## src/rtl/layer_sequencer.sv

```systemverilog
// Layer-by-layer scheduler for the feed-forward neuron array.
// Fires each layer, gathers end pulses, forwards outputs, guards with a watchdog.
module layer_sequencer #(
  parameter int NUM_LAYERS = 3,
  parameter int NEURONS = 9,
  parameter int LAST_N = 1,
  parameter int DATA_W = 9,
  parameter int TIMEOUT = 255,
  localparam int IW = (NUM_LAYERS > 1) ? $clog2(NUM_LAYERS) : 1,
  localparam int VW = NEURONS * DATA_W
) (
  input  logic              clk,
  input  logic              rst_n,
  input  logic              start,
  input  logic [VW-1:0]     net_in,
  output logic              layer_start,
  output logic [IW-1:0]     layer_idx,
  output logic [VW-1:0]     layer_in,
  input  logic [NEURONS-1:0] neuron_end,
  input  logic [VW-1:0]     neuron_out,
  output logic              busy,
  output logic              done,
  output logic [DATA_W-1:0] result,
  output logic              error
);

  localparam int WW = $clog2(TIMEOUT + 1);
  localparam logic [NEURONS-1:0] ALL_M = '1;
  localparam logic [NEURONS-1:0] LAST_M = ALL_M >> (NEURONS - LAST_N);

  typedef enum logic [2:0] {
    S_IDLE, S_FIRE, S_WAIT, S_CAP, S_DONE, S_ERR
  } state_t;

  state_t state, state_nx;
  logic [NEURONS-1:0] pend, pend_nx, seen, act_m;
  logic [WW-1:0] wd, wd_nx;
  logic [IW-1:0] idx_nx;
  logic [VW-1:0] in_nx;
  logic [DATA_W-1:0] res_nx;
  logic last;

  assign last = (layer_idx == IW'(NUM_LAYERS - 1));
  assign act_m = last ? LAST_M : ALL_M;
  assign seen = pend | neuron_end;

  always_comb begin
    state_nx = state;
    pend_nx = pend;
    wd_nx = wd;
    idx_nx = layer_idx;
    in_nx = layer_in;
    res_nx = result;
    unique case (state)
      S_IDLE, S_ERR: begin
        if (start) begin
          in_nx = net_in;
          idx_nx = '0;
          res_nx = '0;
          state_nx = S_FIRE;
        end
      end
      S_FIRE: begin
        pend_nx = '0;
        wd_nx = '0;
        state_nx = S_WAIT;
      end
      S_WAIT: begin
        pend_nx = seen;
        if ((seen & act_m) == act_m) begin
          state_nx = S_CAP;
        end else begin
          wd_nx = wd + WW'(1);
          if (wd == WW'(TIMEOUT - 1)) state_nx = S_ERR;
        end
      end
      S_CAP: begin
        if (last) begin
          res_nx = neuron_out[DATA_W-1:0];
          state_nx = S_DONE;
        end else begin
          in_nx = neuron_out;
          idx_nx = layer_idx + IW'(1);
          state_nx = S_FIRE;
        end
      end
      S_DONE: state_nx = S_IDLE;
      default: state_nx = S_IDLE;
    endcase
  end

  // Status flags are decoded from the next state so they toggle with it.
  always_ff @(posedge clk or negedge rst_n) begin
    if (!rst_n) begin
      state <= S_IDLE;
      pend <= '0;
      wd <= '0;
      layer_idx <= '0;
      layer_in <= '0;
      result <= '0;
      layer_start <= 1'b0;
      busy <= 1'b0;
      done <= 1'b0;
      error <= 1'b0;
    end else begin
      state <= state_nx;
      pend <= pend_nx;
      wd <= wd_nx;
      layer_idx <= idx_nx;
      layer_in <= in_nx;
      result <= res_nx;
      layer_start <= (state_nx == S_FIRE);
      busy <= (state_nx == S_FIRE) || (state_nx == S_WAIT)
           || (state_nx == S_CAP);
      done <= (state_nx == S_DONE);
      error <= (state_nx == S_ERR);
    end
  end

endmodule

```

## config.mk

```make
export PLATFORM = sky130hd
export DESIGN_NAME = layer_sequencer
export DESIGN_NICKNAME = d
export VERILOG_FILES = /design/src/rtl/layer_sequencer.sv
export SDC_FILE = /design/constraint.sdc
export NUM_CORES = 1
export LEC_CHECK = 0
export CORE_MARGIN = 2
export CORE_UTILIZATION = 45
export DETAILED_ROUTE_END_ITERATION = 10
export DONT_BUFFER_PORTS = 1
export PLACE_DENSITY_LB_ADDON = 0.25
export SETUP_SLACK_MARGIN = 0.05
export SLEW_MARGIN = 40
export SYNTH_ARGS = -nofsm -noshare
export SYNTH_HDL_FRONTEND = slang
export SYNTH_SLANG_ARGS = --single-unit
```

## constraint.sdc

```tcl
create_clock -name clk -period 3.7 [get_ports clk]
set_input_delay 0.74 -clock clk [delete_from_list [all_inputs] [get_ports clk]]
set_output_delay 0.74 -clock clk [all_outputs]
set_load 0.01 [all_outputs]
```

==> flow_summary.ini <==
[sta]
maxSlewHeadroom_pct = 51.9
holdWs_ps = 30.0
rsz0062_at_grt = false
slew_violations = 0
hold_viol = 0
fin_tns_setup_ps = 0
worst_slew_pin_slew_ps = 719
setup_slack_ps = 1200
setup_viol = 0
period_needed_ps = 2500
min_period_over_period_pct = 67.5
fin_skew_ps = 7.51
max_freq_ghz = 0.400

[clock_network]
cts_hold_buffers = 0
clkSinkCount = 116
max-clock-path-buffers = 2
htreeDepth = 4
post-cts-setup-buffers = 0
worstSkewPairLatency_ps = 400
cts_tree = built
cts_made_buffers = 17
cts-root-buf = clkbuf_16
path_clk_slew_ps = 50
post_cts_resized = 0

[critical_path]
crit_slowest_cell = dfrtp_1
critical_path.max_fanout = 34
start_kind = register
cpLargestDelayFamily = buffers and inverters
cp-startpoint = layer_idx[0]
path_cells = inv_1 -> ha_1 -> inv_1 -> o41a_1 -> o21ai_2 -> o21ai_4 -> buf_4 -> mux2_2
worstPathArrival_ps = 2780
cp.required_ps = 3980
max_stage_delay_ps = 450
cp-end-kind = register
worstSetupPathType = register to register
r2r_start = layer_idx[0]
crit_buf_inv = 3
crit_path_frequent_cell = inv_1

[logic_synthesis]
synth_seq_cells = 116
yosysTopAreaCell = dfrtp_1
synth_cells = 585
synth_area_um2 = 5810
syn_avg_cell_area_um2 = 9.94
yosys_most_used_dff = dfrtp_1
synth_edf_count = 0
synth_top_area_share_pct = 49.9
yosys_warnings = 0
syn-num-nets = 762
async_flop_share_pct = 100
synth_area_leaders = dfrtp_1 (50%), nand2_1 (14%), mux2_4 (13%)
synth-seq-area-share_pct = 49.9
synth_cell_type_count = 39

[drt]
ant_nets = 0
drt-total-wl_um = 13400
drt_iter0_drc = 170
via_count = 4063
first_pass_iters = 4
vias_per_cell = 5.36
drc = 0
wire_per_inst_um = 17.6

[global_route]
grt_pass1_vias = 4164
antenna_found_initial = 1
grt_use_total_pct = 19.6
grt_pass1_wl_um = 21500
grt_overflow = 0
grt_max_degree = 117

[placed_design]
place_ws_ps = 1060
dp_hpwl_um = 9560
gp_congestion = 0.776
place_area_um2 = 5950
port_buffers = 0
dp_cells = 729

[cells_and_area]
syn_to_final_growth_pct = 11.3
drive_gt1_share_pct = 20.5
fin_area_um2 = 6470
final_cells = 758
utilization_pct = 51.3
fin_nets = 753
antenna-diode-count = 0

[power]
peakVddDrop_mv = 0.400
leakage_nw = 3.25
power_mw = 6.71
power_density_nw_per_um2 = 1040

[floorplanning]
ios = 270
row_count = 41
die_h_um = 118
die_w_um = 118
initial_core_util_pct = 46.1
dieArea_um2 = 13800
fp.coreArea_um2 = 12600

[flow_run]
maxCapViolCount = 0

[status]
status = finished clean

[worst_hold_path]
worstHoldPathType = input pin to asynchronous set/reset pin
-- power by group --
group / switching [mW] / leakage [nW] / total [mW] / internal [mW]
Combinational: 1.24 / 1.57 / 2.67 / 1.43
Clock: 0.507 / 0.258 / 1.41 / 0.907
Sequential: 0.747 / 1.43 / 2.63 / 1.88
-- logic make-up after synthesis --
family / after synthesis / share of synthesized area, %
buffers and inverters: 48 / 4.02
adders and majority gates: 3 / 0.646
and+or+nand+nor: 275 / 19.2
AOI/OAI and AO/OA: 52 / 5.64
DFF: 116 / 49.9
muxes: 91 / 20.6
-- state kept, by name, indices dropped and copies added (netlist names) --
name and count:
state 3, done 1, layer_in 81, result 9
wd 8, pend 9, layer_start 1, layer_idx 2
error 1, busy 1
-- cell type report --
type | instances | area (µm²)
clock buffers | 24 | 492
inverters | 15 | 56.3
fillers | 1158 | 6150
well taps | 172 | 215
repair buffers | 5 | 75.1
flip-flops and latches | 116 | 2900
multi-input cells | 421 | 2700
clock inverters | 5 | 27.5
-- placed cells by master (no fill, tap or decap), types with 5 or more instances in the layout --
| cell | netlist | layout |
|---|---|---|
| nor2_1 | 20 | 19 |
| inv_1 | 15 | 15 |
| a21oi_1 | 24 | 24 |
| mux2i_1 | 9 | 9 |
| o31ai_1 | 6 | 6 |
| nand2_1 | 223 | 223 |
| mux2_2 | 33 | 33 |
| clkbuf_16 | 0 | 17 |
| and2_1 | 9 | 9 |
| dfrtp_1 | 116 | 116 |
| nand3_1 | 6 | 5 |
| mux2_4 | 49 | 49 |
-- synthesized netlist by cell type (2+ instances only) --
| master | number |
|---|---|
| nand2_1 | 223 |
| dfrtp_1 | 116 |
| mux2_4 | 49 |
| mux2_2 | 33 |
| a21oi_1 | 24 |
| nor2_1 | 20 |
| clkbuf_1 | 17 |
| inv_1 | 15 |
| and2_1 | 9 |
| mux2i_1 | 9 |
| buf_6 | 6 |
| nand3_1 | 6 |
| o31ai_1 | 6 |
| buf_1 | 5 |
| buf_2 | 4 |
| nand2b_1 | 4 |
| o21ai_0 | 4 |
| o22ai_1 | 4 |
| ha_1 | 3 |
| o211ai_1 | 3 |
| or4_1 | 3 |
| a21o_1 | 2 |
| and3_1 | 2 |
| nor3_1 | 2 |
| nor3b_1 | 2 |
-- path summary, 6_finish.rpt --
| path | endpoint | slack (ps) | cells after the start |
|---|---|---|---|
| setup / recovery | layer_in[37] | 1200 | 8 |
| setup reg to reg | layer_in[37] | 1200 | 8 |
| hold reg to reg | wd[4] | 480 | 1 |
| hold / removal | layer_in[25] | 30 | 0 |
| max in group asynchronous | layer_in[16] | 3450 | 0 |
| min in group clk | wd[4] | 480 | 1 |
-- per-layer routing --
| layer | up-vias | track usage, % | wire length [µm] |
|---|---|---|---|
| met2 | 199 | 34.4 | 6720 |
| met3 | 23 | 6.73 | 1080 |
| li1 | 1908 | - | - |
| met4 | 2 | 8.13 | 298 |
| met1 | 1931 | 21.7 | 5250 |
| met5 | - | 0 | 13 |
Note: power is estimated with default switching activity, not from simulation.
